[config.mk]
export PLATFORM = sky130hd
export DESIGN_NAME = gray_quad_decoder_flat
export DESIGN_NICKNAME = d
export VERILOG_FILES = /design/src/rtl/gray_quad_if.sv /design/src/rtl/gray_quad_decoder.sv /design/src/flat_wrapper.sv
export SDC_FILE = /design/constraint.sdc
export NUM_CORES = 1
export LEC_CHECK = 0
export ABC_AREA = 1
export CAP_MARGIN = 40
export CORE_MARGIN = 4
export CORE_UTILIZATION = 30
export CTS_BUF_LIST = sky130_fd_sc_hd__clkbuf_8 sky130_fd_sc_hd__clkbuf_16
export CTS_CLUSTER_DIAMETER = 120
export CTS_CLUSTER_SIZE = 10
export DETAILED_ROUTE_END_ITERATION = 8
export GPL_ROUTABILITY_DRIVEN = 0
export GPL_TIMING_DRIVEN = 0
export HOLD_SLACK_MARGIN = 0.12
export PLACE_DENSITY = 0.49
export SETUP_SLACK_MARGIN = 0.1
export SYNTH_ARGS = -nofsm -noshare
export SYNTH_HDL_FRONTEND = slang
export SYNTH_SLANG_ARGS = --single-unit
[constraint.sdc]
create_clock -name clk -period 3.2 [get_ports clk]
set_input_delay 0.96 -clock clk [delete_from_list [all_inputs] [get_ports clk]]
set_output_delay 0.96 -clock clk [all_outputs]
set_load 0.05 [all_outputs]
[src/rtl/gray_quad_if.sv]
// gray_quad_if: control inputs and position/status outputs of the Gray quadrature decoder.
interface gray_quad_if #(
    parameter int CNT_W = 8,
    parameter int ERR_W = 4
);
    logic             en_i;
    logic [1:0]       gray_i;
    logic             clr_err_i;
    logic [CNT_W-1:0] pos_o;
    logic             dir_o;
    logic             step_o;
    logic [1:0]       phase_o;
    logic             err_o;
    logic [ERR_W-1:0] err_cnt_o;
    modport master (output en_i, gray_i, clr_err_i, input pos_o, dir_o, step_o, phase_o, err_o, err_cnt_o);
    modport slave (input en_i, gray_i, clr_err_i, output pos_o, dir_o, step_o, phase_o, err_o, err_cnt_o);
endinterface

[src/rtl/gray_quad_decoder.sv]
// gray_quad_decoder: synchronises a 2-bit Gray phase, tracks a wrapping position and flags illegal jumps.
module gray_quad_decoder #(
    parameter int CNT_W       = 8,
    parameter int SYNC_STAGES = 2,
    parameter int ERR_W       = 4
) (
    input logic        clk,
    input logic        rst,
    gray_quad_if.slave bus
);
    localparam int PW = $clog2(SYNC_STAGES + 1);
    logic [1:0]       sync_q [SYNC_STAGES];
    logic [1:0]       prev_q;
    logic             primed_q;
    logic [PW-1:0]    pcnt_q;
    logic [CNT_W-1:0] pos_q, pos_d;
    logic             dir_q, dir_d;
    logic             step_q, step_d;
    logic [1:0]       phase_q;
    logic             err_q, err_d;
    logic [ERR_W-1:0] cnt_q, cnt_d;
    logic [1:0]       g_s, b_s, b_prev, delta;
    logic             eval, fwd, bwd, ill;
    assign g_s    = sync_q[SYNC_STAGES-1];
    assign b_s    = {g_s[1], ^g_s};
    assign b_prev = {prev_q[1], ^prev_q};
    assign delta  = b_s - b_prev;
    assign eval   = primed_q & bus.en_i;
    assign fwd    = eval & (delta == 2'd1);
    assign bwd    = eval & (delta == 2'd3);
    assign ill    = eval & (delta == 2'd2);
    always_comb begin
        pos_d  = fwd ? pos_q + 1'b1 : bwd ? pos_q - 1'b1 : pos_q;
        dir_d  = (fwd | bwd) ? fwd : dir_q;
        step_d = fwd | bwd;
        err_d  = ill | (err_q & ~bus.clr_err_i);
        // an illegal step in the same cycle as a clear wins and restarts the count at one
        cnt_d  = ill ? (bus.clr_err_i ? ERR_W'(1) : (&cnt_q ? cnt_q : cnt_q + 1'b1)) :
                 bus.clr_err_i ? '0 : cnt_q;
    end
    always_ff @(posedge clk or posedge rst) begin
        if (rst) begin
            for (int i = 0; i < SYNC_STAGES; i++) sync_q[i] <= 2'b00;
            prev_q   <= 2'b00;
            primed_q <= 1'b0;
            pcnt_q   <= '0;
            pos_q    <= '0;
            dir_q    <= 1'b1;
            step_q   <= 1'b0;
            phase_q  <= 2'b00;
            err_q    <= 1'b0;
            cnt_q    <= '0;
        end else begin
            sync_q[0] <= bus.gray_i;
            for (int i = 1; i < SYNC_STAGES; i++) sync_q[i] <= sync_q[i-1];
            if (!primed_q) begin
                pcnt_q   <= pcnt_q + 1'b1;
                primed_q <= (pcnt_q == PW'(SYNC_STAGES));
            end
            prev_q  <= g_s;
            phase_q <= b_s;
            pos_q   <= pos_d;
            dir_q   <= dir_d;
            step_q  <= step_d;
            err_q   <= err_d;
            cnt_q   <= cnt_d;
        end
    end
    assign bus.pos_o     = pos_q;
    assign bus.dir_o     = dir_q;
    assign bus.step_o    = step_q;
    assign bus.phase_o   = phase_q;
    assign bus.err_o     = err_q;
    assign bus.err_cnt_o = cnt_q;
endmodule

[src/flat_wrapper.sv]
// flat-port wrapper written by rule: the top's interface ports become plain ports
module gray_quad_decoder_flat 
#(
    parameter int CNT_W       = 8,
    parameter int SYNC_STAGES = 2,
    parameter int ERR_W       = 4
)
  (clk, rst, bus_en_i, bus_gray_i, bus_clr_err_i, bus_pos_o, bus_dir_o, bus_step_o, bus_phase_o, bus_err_o, bus_err_cnt_o);
  gray_quad_if #(.CNT_W(CNT_W), .ERR_W(ERR_W)) bus_i ();
  input logic clk;
  input logic rst;
  input wire logic [$bits(bus_i.en_i)-1:0] bus_en_i;
  input wire logic [$bits(bus_i.gray_i)-1:0] bus_gray_i;
  input wire logic [$bits(bus_i.clr_err_i)-1:0] bus_clr_err_i;
  output wire logic [$bits(bus_i.pos_o)-1:0] bus_pos_o;
  output wire logic [$bits(bus_i.dir_o)-1:0] bus_dir_o;
  output wire logic [$bits(bus_i.step_o)-1:0] bus_step_o;
  output wire logic [$bits(bus_i.phase_o)-1:0] bus_phase_o;
  output wire logic [$bits(bus_i.err_o)-1:0] bus_err_o;
  output wire logic [$bits(bus_i.err_cnt_o)-1:0] bus_err_cnt_o;
  assign bus_i.en_i = bus_en_i;
  assign bus_i.gray_i = bus_gray_i;
  assign bus_i.clr_err_i = bus_clr_err_i;
  assign bus_pos_o = bus_i.pos_o;
  assign bus_dir_o = bus_i.dir_o;
  assign bus_step_o = bus_i.step_o;
  assign bus_phase_o = bus_i.phase_o;
  assign bus_err_o = bus_i.err_o;
  assign bus_err_cnt_o = bus_i.err_cnt_o;
  gray_quad_decoder #(.CNT_W(CNT_W), .SYNC_STAGES(SYNC_STAGES), .ERR_W(ERR_W)) u_core (.clk(clk), .rst(rst), .bus(bus_i));
endmodule
==> impl_metrics.csv <==
group,metric,value,unit
power_and_ir_drop,power_density,844.3,nW/um^2
setup_path,critical_path.startpoint,"bus_en_i",
cts,cts-root-buf,"clkbuf_8",
cts,cts_buffers,3,
job,maxCapViolCount,0,
timing,max_slew_margin,66.48,%
cts,cts_tree,"yes",
setup_path,r2r_cells,14,
layout,fin_nets,204,
power_and_ir_drop,power,1.493,mW
timing,worstMarginPinSlew,0.5012,ns
setup_path,crit_fanout,9,
timing,hold_viol,0,
placement,dp_cells,234,
global_route,grt-ovfl-total,0,
synth,async_reset_ff_share,100.0,%
setup_path,startpoint_type,"input port",
placement,port_buffers,22,
synth,synth_top_area_cell,"dfrtp_1",
synth,synth_compound_area_share,5.343,%
layout,syn_to_final_growth,25.82,%
layout,drive_above_1_share,12.37,%
cts,hold_buffers,0,
timing,fin_crit_sh,89.56,%
synth,synth-simple-area-share,27.69,%
synth,yosysSeqAreaShare,44.61,%
worst_hold_path,hold_start,"u_core.sync_q[3]",
synth,synth-xor-area-share,4.363,%
synth,synth_nets,176,
power_and_ir_drop,ir_worst_vdd,274.5,uV
route,vias,1068,
layout,fill_cells,450,
layout,n_antenna_cell,0,
synth,synthAdderAreaFrac,10.33,%
floorplan,num_rows,24,
route,viasPerCell,4.487,
setup_path,critPathRequiredTime,3.37,ns
floorplan,die_h,76.44,microns
cts,cts_resized,0,
worst_hold_path,hold_path_class,"reg -> reg",
placement,place_hpwl,1934,microns
timing,finalClockSkew,0.004996,ns
placement,place_ws,0.01093,ns
cts,cts.sinks,25,
cts,clockBufferDepth,2,
setup_path,crit_cells,13,
cts,clkSlewWorstSetupHoldPaths,0.10,ns
route,dr.pass1.iters,4,
synth,synth_seq_cells,25,
setup_path,worst_path_largest_cell_delay,0.50,ns
cts,htreeDepth,1,
layout,postLayoutCellArea,1768,sq um
setup_path,cp_common_cell,"nand2_1",
route,wl_per_cell,10.47,microns
synth,synth_area_leaders,"dfrtp_1 43%, nand2_1 12%, ha_1 8.9%",
setup_path,critPathTopFamily,"simple AND/OR/NAND/NOR gates",
timing,period_minus_slack,2.866,ns
setup_path,end_kind,"register",
synth,mappedNetlistArea,1405,sq um
route,drtIter0Drc,60,
synth,synth_edf_count,0,
setup_path,critPathKind,"in -> reg",
floorplan,start_util,31.62,%
timing,drv_slew,0,
worst_hold_path,holdPathStages,0,
cts,cts_setup_buffers,0,
layout,stdcell_count,238,
cts,clock_latency,0.27,ns
setup_path,timing.critical_path.cells,"clkdlybuf4s50_1, nand2_4, nor2_8, nand2_1, ha_1, nand2_1, inv_1, a21oi_1, nand2_1, nand2_1, nand3_1, nand2_1, nand2_1",
setup_path,cp_num_buf_inv,2,
synth,synth_common_cells,"45 x nand2_1, 24 x dfrtp_1, 20 x inv_1",
floorplan,ios,23,
floorplan,core_area,4444,sq um
global_route,grt_pass1_wl,4533,microns
route,wirelength,2491,microns
timing,setup_ws,0.3342,ns
synth,yosysUniqueCellTypes,30,
route,drc_errors,0,
synth,avgSynthCellArea,8.837,sq um
placement,placed_area,1718,sq um
timing,tns,0,ns
floorplan,die_w,76.44,microns
global_route,grt_max_degree,17,
synth,synth_ff_type,"dfrtp_1",
synth,ys_warn_count,0,
timing,fmax,348.9,MHz
synth,yosys.area.top_type_share,42.74,%
synth,synth_top_family_by_area,"simple AND/OR/NAND/NOR gates",
run_status,status,"finished clean",
setup_path,slowest_stage,"clkdlybuf4s50_1",
setup_path,rr_startpoint,"u_core.g_s[1]",
route,drtAntennaViolNets,0,
floorplan,die_area,5842,sq um
power_and_ir_drop,power.leakage,0.8700,nW
global_route,grtUsageTotal,9.347,%
setup_path,worstPathArrival,3.04,ns
synth,synthMuxAreaShare,0,%
global_route,antenna_found_initial,0,
synth,syn_inst,159,
timing,finalSetupViolations,0,
timing,rsz0062_at_grt,"no",
global_route,grt_pass1_vias,1080,
synth,synth.most_common_cell,"nand2_1",
[routing by layer]
metal	GRT usage [%]	up-vias	part of all wire, %
met1	10.98	488	47
li1	-	557	-
met2	16.61	21	48
met5	0	-	0
met4	2.355	0	0.68
met3	2.719	2	4.4
[registers in the layout, indices dropped and copies added, names as in the netlist]
signal	cells
u_core.bus.err_cnt_o	4
u_core.bus.dir_o	1
u_core.bus.err_o	1
u_core.prev_q	1
u_core.primed_q	1
u_core.bus.step_o	1
u_core.g_s	2
u_core.bus.phase_o	2
u_core.sync_q	2
u_core.pcnt_q	2
u_core.bus.pos_o	8
[kinds of logic (layout without fill, tap and decap cells)]
kind of cell / Yosys count / after routing
simple gates: 79 / 79
flops: 25 / 25
buf+inv: 25 / 52
compound gates: 12 / 12
fa+ha+maj: 11 / 11
xor+xnor: 7 / 7
[path summary, 6_finish.rpt]
| kind | endpoint | slack (ns) |
|---|---|---|
| worst max-delay path | u_core.bus.pos_o[7] | 0.33 |
| worst min-delay path | u_core.g_s[1] | 0.36 |
| worst max register to register | u_core.bus.pos_o[7] | 0.53 |
| worst min register to register | u_core.g_s[1] | 0.36 |
| max in group asynchronous | u_core.bus.dir_o | 1.67 |
| min in group asynchronous | u_core.bus.err_o | 1.00 |
[report_power, final]
part           switching [mW]  total (mW)  internal (mW)
sequential             0.0542       0.437          0.383
clock                   0.110       0.201         0.0913
combinational           0.536       0.854          0.318
total                   0.700        1.49          0.792
[layout by cell type (no fill, tap or decap), drive strengths merged]
cell	n
xnor2	3
xor2	4
and2	1
dfrtp	24
nor2	7
buf	3
ha	10
nand2	48
o21ai	8
nand3b	1
nand3	14
clkinv	1
clkdlybuf4s50	22
nand4	4
clkbuf	3
inv	23
dfstp	1
or2	4
fa	1
a21oi	4
[cell type report]
| class | count | area (sq um) | share of cell area [%] |
|---|---|---|---|
| plain buffers | 2 | 18.77 | 1.062 |
| clock inverters | 1 | 8.758 | 0.4954 |
| multi-input cells | 109 | 670.6 | 37.93 |
| repair buffers | 23 | 247.7 | 14.01 |
| well taps | 52 | 65.06 | 3.680 |
| flip-flops and latches | 25 | 626.9 | 35.46 |
| clock buffers | 3 | 41.29 | 2.335 |
| inverters | 23 | 88.84 | 5.025 |
[metrics by stage]
step / util (%) / hold WS, ns
after floorplan: - / 0.3312
after global placement: 38.03 / 0.3326
after detailed placement: 38.65 / 0.3358
after CTS: 39.78 / 0.3603
after global routing: 39.78 / 0.3628
final: 39.78 / 0.3577
No activity file was read; power rests on OpenSTA's default activity.
